===== config.mk =====
export PLATFORM = sky130hd
export DESIGN_NAME = fetch_req_buffer
export DESIGN_NICKNAME = d
export VERILOG_FILES = /design/src/rtl/fetch_req_buffer.sv
export SDC_FILE = /design/constraint.sdc
export NUM_CORES = 1
export LEC_CHECK = 0
export BUFFER_PORTS_ARGS = -buffer_cell sky130_fd_sc_hd__buf_4
export CAP_MARGIN = 20
export CELL_PAD_IN_SITES_DETAIL_PLACEMENT = 0
export CELL_PAD_IN_SITES_GLOBAL_PLACEMENT = 1
export CORE_MARGIN = 5
export CORE_UTILIZATION = 25
export CTS_BUF_LIST = sky130_fd_sc_hd__clkbuf_4
export DETAILED_ROUTE_END_ITERATION = 8
export GPL_ROUTABILITY_DRIVEN = 0
export GPL_TIMING_DRIVEN = 1
export PLACE_DENSITY_LB_ADDON = 0.1
export SLEW_MARGIN = 20
export SYNTH_ARGS = -nofsm -noshare
export SYNTH_HDL_FRONTEND = slang
export SYNTH_SLANG_ARGS = --single-unit

===== constraint.sdc =====
create_clock -name clk_i -period 8.95 [get_ports clk_i]
set_input_delay 0.895 -clock clk_i [delete_from_list [all_inputs] [get_ports clk_i]]
set_output_delay 0.895 -clock clk_i [all_outputs]
set_load 0.02 [all_outputs]

===== src/rtl/fetch_req_buffer.sv =====
// Fetch request buffer: issues word-aligned I-cache requests and queues in-order
// responses with their request address and branch prediction for the decoder.
package fetch_req_buffer_pkg;
   typedef struct packed {
      logic        valid;
      logic [63:0] predict_address;
      logic        predict_taken;
      logic [1:0]  cf_type;
   } branchpredict_sbe_t;
endpackage

module fetch_req_buffer
   import fetch_req_buffer_pkg::*;
#(
   parameter int DEPTH = 4
) (
   input  logic               clk_i,
   input  logic               rst_i,
   input  logic               flush_i,
   input  logic [63:0]        fetch_address_i,
   input  logic               fetch_valid_i,
   input  branchpredict_sbe_t branch_predict_i,
   output logic               if_ready_o,
   output logic               fetch_req_o,
   output logic [63:0]        fetch_vaddr_o,
   input  logic               fetch_gnt_i,
   input  logic               fetch_rvalid_i,
   input  logic [31:0]        fetch_rdata_i,
   output logic               fetch_entry_valid_o,
   input  logic               fetch_entry_ready_i,
   output logic [63:0]        fetch_entry_address_o,
   output logic [31:0]        fetch_entry_rdata_o,
   output branchpredict_sbe_t fetch_entry_bp_o
);
   localparam int AW = $clog2(DEPTH);
   localparam int PW = AW + 1;
   localparam logic [PW:0]   DEPTH_W = (PW+1)'(DEPTH);
   localparam logic [PW-1:0] ONE     = PW'(1);

   logic [PW-1:0]      r_wr_ptr;
   logic [PW-1:0]      r_fill_ptr;
   logic [PW-1:0]      r_rd_ptr;
   logic [PW-1:0]      r_kill_cnt;
   logic [DEPTH-1:0]   r_filled;
   logic [63:0]        r_addr  [DEPTH];
   branchpredict_sbe_t r_bp    [DEPTH];
   logic [31:0]        r_rdata [DEPTH];

   logic [PW-1:0] w_occ;
   logic [PW-1:0] w_outstanding;
   logic [PW:0]   w_used;
   logic [AW-1:0] w_wr_idx;
   logic [AW-1:0] w_fill_idx;
   logic [AW-1:0] w_rd_idx;
   logic          w_push;
   logic          w_pop;
   logic          w_fill;
   logic          w_kill_rsp;

   assign w_occ         = r_wr_ptr - r_rd_ptr;
   assign w_outstanding = r_wr_ptr - r_fill_ptr;
   assign w_used        = {1'b0, w_occ} + {1'b0, r_kill_cnt};
   assign w_wr_idx      = r_wr_ptr[AW-1:0];
   assign w_fill_idx    = r_fill_ptr[AW-1:0];
   assign w_rd_idx      = r_rd_ptr[AW-1:0];

   // Killed in-flight requests still hold a slot's worth of credit until they return.
   assign fetch_req_o   = fetch_valid_i & ~flush_i & (w_used < DEPTH_W);
   assign if_ready_o    = fetch_req_o & fetch_gnt_i;
   assign fetch_vaddr_o = {fetch_address_i[63:2], 2'b00};

   assign fetch_entry_valid_o   = (w_occ != '0) & r_filled[w_rd_idx];
   assign fetch_entry_address_o = r_addr[w_rd_idx];
   assign fetch_entry_rdata_o   = r_rdata[w_rd_idx];
   assign fetch_entry_bp_o      = r_bp[w_rd_idx];

   assign w_push     = if_ready_o;
   assign w_pop      = fetch_entry_valid_o & fetch_entry_ready_i & ~flush_i;
   assign w_kill_rsp = fetch_rvalid_i & (r_kill_cnt != '0);
   assign w_fill     = fetch_rvalid_i & (r_kill_cnt == '0) & (w_outstanding != '0);

   always_ff @(posedge clk_i or posedge rst_i) begin
      if (rst_i) begin
         r_wr_ptr   <= '0;
         r_fill_ptr <= '0;
         r_rd_ptr   <= '0;
         r_kill_cnt <= '0;
         r_filled   <= '0;
      end else if (flush_i) begin
         // Everything not yet returned becomes a kill; a response arriving now retires one.
         r_kill_cnt <= r_kill_cnt + w_outstanding - PW'(w_kill_rsp | w_fill);
         r_fill_ptr <= r_wr_ptr;
         r_rd_ptr   <= r_wr_ptr;
      end else begin
         if (w_push) begin
            r_wr_ptr           <= r_wr_ptr + ONE;
            r_filled[w_wr_idx] <= 1'b0;
         end
         if (w_fill) begin
            r_fill_ptr           <= r_fill_ptr + ONE;
            r_filled[w_fill_idx] <= 1'b1;
         end
         if (w_pop) begin
            r_rd_ptr <= r_rd_ptr + ONE;
         end
         if (w_kill_rsp) begin
            r_kill_cnt <= r_kill_cnt - ONE;
         end
      end
   end

   always_ff @(posedge clk_i) begin
      if (w_push) begin
         r_addr[w_wr_idx] <= fetch_address_i;
         r_bp[w_wr_idx]   <= branch_predict_i;
      end
      if (w_fill & ~flush_i) begin
         r_rdata[w_fill_idx] <= fetch_rdata_i;
      end
   end

   a_rvalid_expected: assert property (@(posedge clk_i) disable iff (rst_i)
      fetch_rvalid_i |-> ((r_kill_cnt != '0) || (w_outstanding != '0)));

endmodule

# Yosys cells after proc, flatten, opt, wreduce, memory -nomap -nowiden

Memory sizes are Yosys's and may differ from the RTL's.
Index checks and enable logic that the tools add are counted.

Logic and storage cells: 67
Memories kept: 3
Flip-flop bits (word level): 16
Bits in writable memories: 656

Reductions and logical operators: 10
Multiplexer cells: 19
Bitwise logic cells: 15
$lt $le $gt $ge: 6
$add $sub $neg: 9

Memories:

| memory  | depth | width | read ports | clocked after memory_dff | wr ports | line | source |
|---|---|---|---|---|---|---|---|
| r_bp    | 4     | 68    | 1          | 0                        | 1        | 46   | `branchpredict_sbe_t r_bp [DEPTH];` |
| r_addr  | 4     | 64    | 1          | 0                        | 1        | 45   | `logic [63:0] r_addr [DEPTH];` |
| r_rdata | 4     | 32    | 1          | 0                        | 1        | 47   | `logic [31:0] r_rdata [DEPTH];` |

Operators with widths:

| cell                                                              | count |
|---|---|
| 2-to-1 mux 3 bit                                                  | 6 |
| 2-to-1 mux 4 bit                                                  | 3 |
| bitwise AND 1 bit                                                 | 10 |
| adder 3 x 1 -> 3 bit, second input constant                       | 3 |
| < comparator 2 x 3 -> 1 bit, second input constant                | 3 |
| nonzero test 3 bit                                                | 3 |
| 2-to-1 mux 1 bit                                                  | 7 |
| nonzero test 2 bit                                                | 3 |
| subtractor 3 bit                                                  | 2 |
| adder 3 x 3 -> 4 bit                                              | 1 |
| bitwise AND 4 bit                                                 | 1 |
| demux 1 bit (select 2 bit)                                        | 2 |
| greater-or-equal comparator 2 x 1 -> 1 bit, second input constant | 2 |
| < comparator 4 x 3 -> 1 bit, second input constant                | 1 |
| inverter 4 bit                                                    | 1 |
| OR 4 bit                                                          | 1 |
| adder 3 bit                                                       | 1 |
| zero test 3 bit                                                   | 1 |
| subtractor 3 x 1 -> 3 bit                                         | 1 |
| subtractor 3 x 1 -> 3 bit, second input constant                  | 1 |
| binary-select mux 1 bit (select 2 bit)                            | 1 |
| logical AND 1 bit                                                 | 2 |
| AND reduction 2 bit                                               | 1 |
| inverter 1 bit                                                    | 1 |
| OR 1 bit                                                          | 1 |

# Depth between registers and ports, before layout

Depth in word-level cells: 10
Depth in mapped cells: 14
Depth with buffers taken out: 14

# Worst setup path before layout

Ideal clock, no wire load.

Kind: reg-to-reg
Start point: register r_rd_ptr[1]
End point: memory r_addr[3][0], enable pin
Arrival time: 6004 ps
Cell stages (with the launch flop): 11
Path slack: 2462 ps
Buffers on the path: 2
Period minus slack after synthesis: 6488 ps
Data required time: 8466 ps
Setup time: 484 ps
Cell sequence: dfrtp_1 -> clkbuf_1 -> clkbuf_1 -> inv_1 -> fa_1 -> xnor3_4 -> ha_1 -> or4b_1 -> nor4b_4 -> nand2_1 -> inv_1

Cells in the longest elaborated chain, start to end: 7

Ends and longest elaborated chain:

| element                                | line | source |
|---|---|---|
| from (decl)                            | 42   | `logic [PW-1:0] r_rd_ptr;` |
| from (signal assigned)                 | 93   | `r_rd_ptr <= r_wr_ptr;` |
| from (signal assigned)                 | 104  | `r_rd_ptr <= r_rd_ptr + ONE;` |
| subtractor 3 bit                       | 60   | `assign w_occ = r_wr_ptr - r_rd_ptr;` |
| adder 3 x 3 -> 4 bit                   | 62   | `assign w_used = {1'b0, w_occ} + {1'b0, r_kill_cnt};` |
| < comparator 4 x 3 -> 1 bit            | 68   | `assign fetch_req_o = fetch_valid_i & ~flush_i & (w_used < DEPTH_W);` |
| bitwise AND 1 bit                      | 68   |  |
| bitwise AND 1 bit                      | 69   | `assign if_ready_o = fetch_req_o & fetch_gnt_i;` |
| net if_ready_o                         | 23   | `output logic if_ready_o,` |
| 2-to-1 mux 1 bit                       | 113  | `if (w_push) begin` |
| 2-to-1 mux 1 bit (implied by the code) | 114  | `r_addr[w_wr_idx] <= fetch_address_i;` |
| to (decl)                              | 45   |  |

The timed path passes the listed nets, and every way through them passes these cells.

# Final worst setup path

Start point: register r_rd_ptr[0]
End point: output port if_ready_o

Cells in the longest elaborated chain, start to end: 5

Ends and longest elaborated chain:

| element                     | line |
|---|---|
| subtractor 3 bit            | 60 |
| adder 3 x 3 -> 4 bit        | 62 |
| < comparator 4 x 3 -> 1 bit | 68 |
| bitwise AND 1 bit           | 68 |
| bitwise AND 1 bit           | 69 |
| to (decl)                   | 23 |

No other way between the ends.

==> results.json <==
{
  "status": "finished, final reports clean",
  "p_total_mw": 9.731,
  "slew_headroom_pct": 32.66,
  "clk_pin_slew_ps": 60,
  "drc": 0,
  "wl_per_cell_um": 21.04,
  "hold_start": "fetch_address_i[55]",
  "end_kind": "output port",
  "dr.pass1.iters": 4,
  "post-route-util_pct": 33.48,
  "p_leak_nw": 11.73,
  "routed_wl_mm": 67.52,
  "synth_seq_cells": 672,
  "fmax_mhz": 171.3,
  "die_y_um": 328.1,
  "die_x_um": 328.1,
  "avgSynthCellArea_um2": 24.23,
  "holdPathStages": 1,
  "clock_skew_ps": 84.37,
  "r2r-start": "r_rd_ptr[0]",
  "maxSlewViolCount": 0,
  "ys_warn_count": 0,
  "first_global_vias": 14714,
  "drive_above_1_share_pct": 48.15,
  "cap_violations": 0,
  "portBuffers": 399,
  "antenna_found_initial": 6,
  "drt-initial-drc-count": 555,
  "hpwl_mm": 40.58,
  "p_per_area_mw_per_mm2": 289.8,
  "pin_count": 402,
  "worstMarginPinSlew_ps": 1010,
  "grt_max_degree": 133,
  "synth_most_common_cell": "edfxtp_1",
  "postRouteAntennaNets": 0,
  "numCtsBuffers": 190,
  "reg2reg_depth": 10,
  "cts_tree": "done",
  "r2r-end": "r_addr[1][33]",
  "hold_end": "r_addr[2][55]",
  "synth_cells": 1044,
  "nets": 1904,
  "areaGrowthSynthToFinish_pct": 32.77,
  "cts_max_path_buffers": 3,
  "syn_area_mm2": 0.02529,
  "synth_cell_types": 39,
  "clk_latency_ps": 1040,
  "post_cts_buffers": 0,
  "synthArstFlopShare_pct": 2.381,
  "setup.worst_path.class": "flop to output port",
  "grt_pass1_wl_mm": 98.01,
  "design.core.area_mm2": 0.1003,
  "setup_viol": 0,
  "die_area_mm2": 0.1076,
  "cts_sinks": 672,
  "hp-class": "input pin to flop",
  "hold_violations": 0,
  "irDropWorstVdd_uv": 142.4,
  "seq_area_frac_synth_pct": 79.46,
  "regToRegSetupSlack_ps": 3230,
  "initial_core_util_pct": 25.22,
  "grt.total_usage_pct": 12.48,
  "post_cts_resized": 0,
  "ys_top_cells_by_area": "edfxtp_1 78%, mux4_2 15%, buf_4 1.9%",
  "rsz0062_at_grt": "no",
  "crit_arrival_ps": 4940,
  "fin_crit_sh_pct": 65.23,
  "synth_edf_count": 656,
  "vias": 13143,
  "rows": 116,
  "critPathLaunchType": "flop",
  "postCtsHoldBufs": 164,
  "synth.largest_area_cell": "edfxtp_1",
  "cts_root_buffer": "clkbuf_4",
  "vias_per_cell": 4.096,
  "grt-ovfl-total": 0,
  "htreeDepth": 4,
  "synth_ff_type": "edfxtp_1",
  "totalNegativeSetupSlack_ps": 0,
  "period_needed_ps": 5839,
  "cp.required_ps": 8060,
  "cp_max_fo": 44,
  "synth_top_area_share_pct": 77.88,
  "synthTopCellsByCount": "656 x edfxtp_1, 165 x mux4_2, 64 x buf_4"
}
layout make-up:
type | count | area, um^2
antenna | 10 | 25.02
clock buffer | 275 | 2064
clock inverter | 47 | 332.8
fill | 9642 | 66710
inverter | 19 | 91.34
multi-input combinational | 250 | 4482
sequential | 672 | 20110
tap | 1357 | 1698
timing repair buffer | 579 | 4782
cells by family after synthesis:
group           after synthesis  share of synthesized area (%)
compound gates               25                         0.7074
xor+xnor                     10                         0.4749
fa+ha+maj                    21                          1.128
buf+inv                     123                          2.854
flops                       672                          79.46
mux                         167                          14.78
other cells                   1                        0.01483
simple gates                 25                         0.5788
routing by layer:
layer  up-vias  GRT usage, %  share of wire, %
li1       5791             -                 -
met1      6797         15.29                41
met2       417         20.68                50
met3       132         4.049               6.5
met4         6         4.706               2.2
met5         -             0             0.061
power by group:
| part | switching [mW] | leakage (nW) | internal (mW) |
|---|---|---|---|
| Sequential | 0.180 | 6.09 | 3.66 |
| Clock | 1.25 | 1.42 | 1.54 |
| Combinational | 1.69 | 4.21 | 1.41 |
| Total | 3.12 | 11.7 | 6.61 |
placed cells by master, fill, tap and decap left out, drive strengths merged, types with 3 or more instances in the layout:
cell type      n
a21oi          3
nor2           3
dfrtp         16
o21ai          5
dlygate4sd3  164
fa             3
clkbuf       275
nor3           3
inv           21
a21o           3
ha            18
and2           3
bufinv         5
edfxtp       656
buf          415
xnor2          6
nand2         10
a22o           3
clkinv        38
mux4         165
diode         10
critical path, stage by stage, from the launching register on:
cell and delay [ps]:
dfrtp_4 1080, ha_1 280, inv_1 50, fa_1 370, xnor3_4 470, ha_1 290, or4b_1 590, nor4b_4 560
buf_4 260
state kept, by name (all words and copies together) (netlist names):
register and cells:
r_fill_ptr 3, r_rdata 128, r_kill_cnt 3, r_bp 272
r_addr 256, r_filled 4, r_wr_ptr 3, r_rd_ptr 3
stage by stage:
stage | hold WS [ps] | cell area, um^2 | setup slack [ps] | instances
CTS | 4.141 | 33560 | 2832 | 3199
global route | 44.07 | 33580 | 2639 | 3207
floorplan | 461.1 | 25300 | 2462 | 1045
finish | 210.9 | 33580 | 3111 | 3209
detailed placement | 505.9 | 29520 | 3064 | 2713
global placement | 512.3 | 29520 | 3012 | 2713
worst max-delay path by stage:
stage                      startpoint       endpoint  slack, ps
after floorplan           r_rd_ptr[1]   r_addr[3][0]       2460
after global placement    r_rd_ptr[0]  r_addr[1][46]       3010
after detailed placement  r_rd_ptr[0]  r_addr[1][44]       3060
after CTS                 r_rd_ptr[0]     if_ready_o       2830
after global routing      r_rd_ptr[0]     if_ready_o       2640
final                     r_rd_ptr[0]     if_ready_o       3110
No activity file was read; power rests on OpenSTA's default activity.
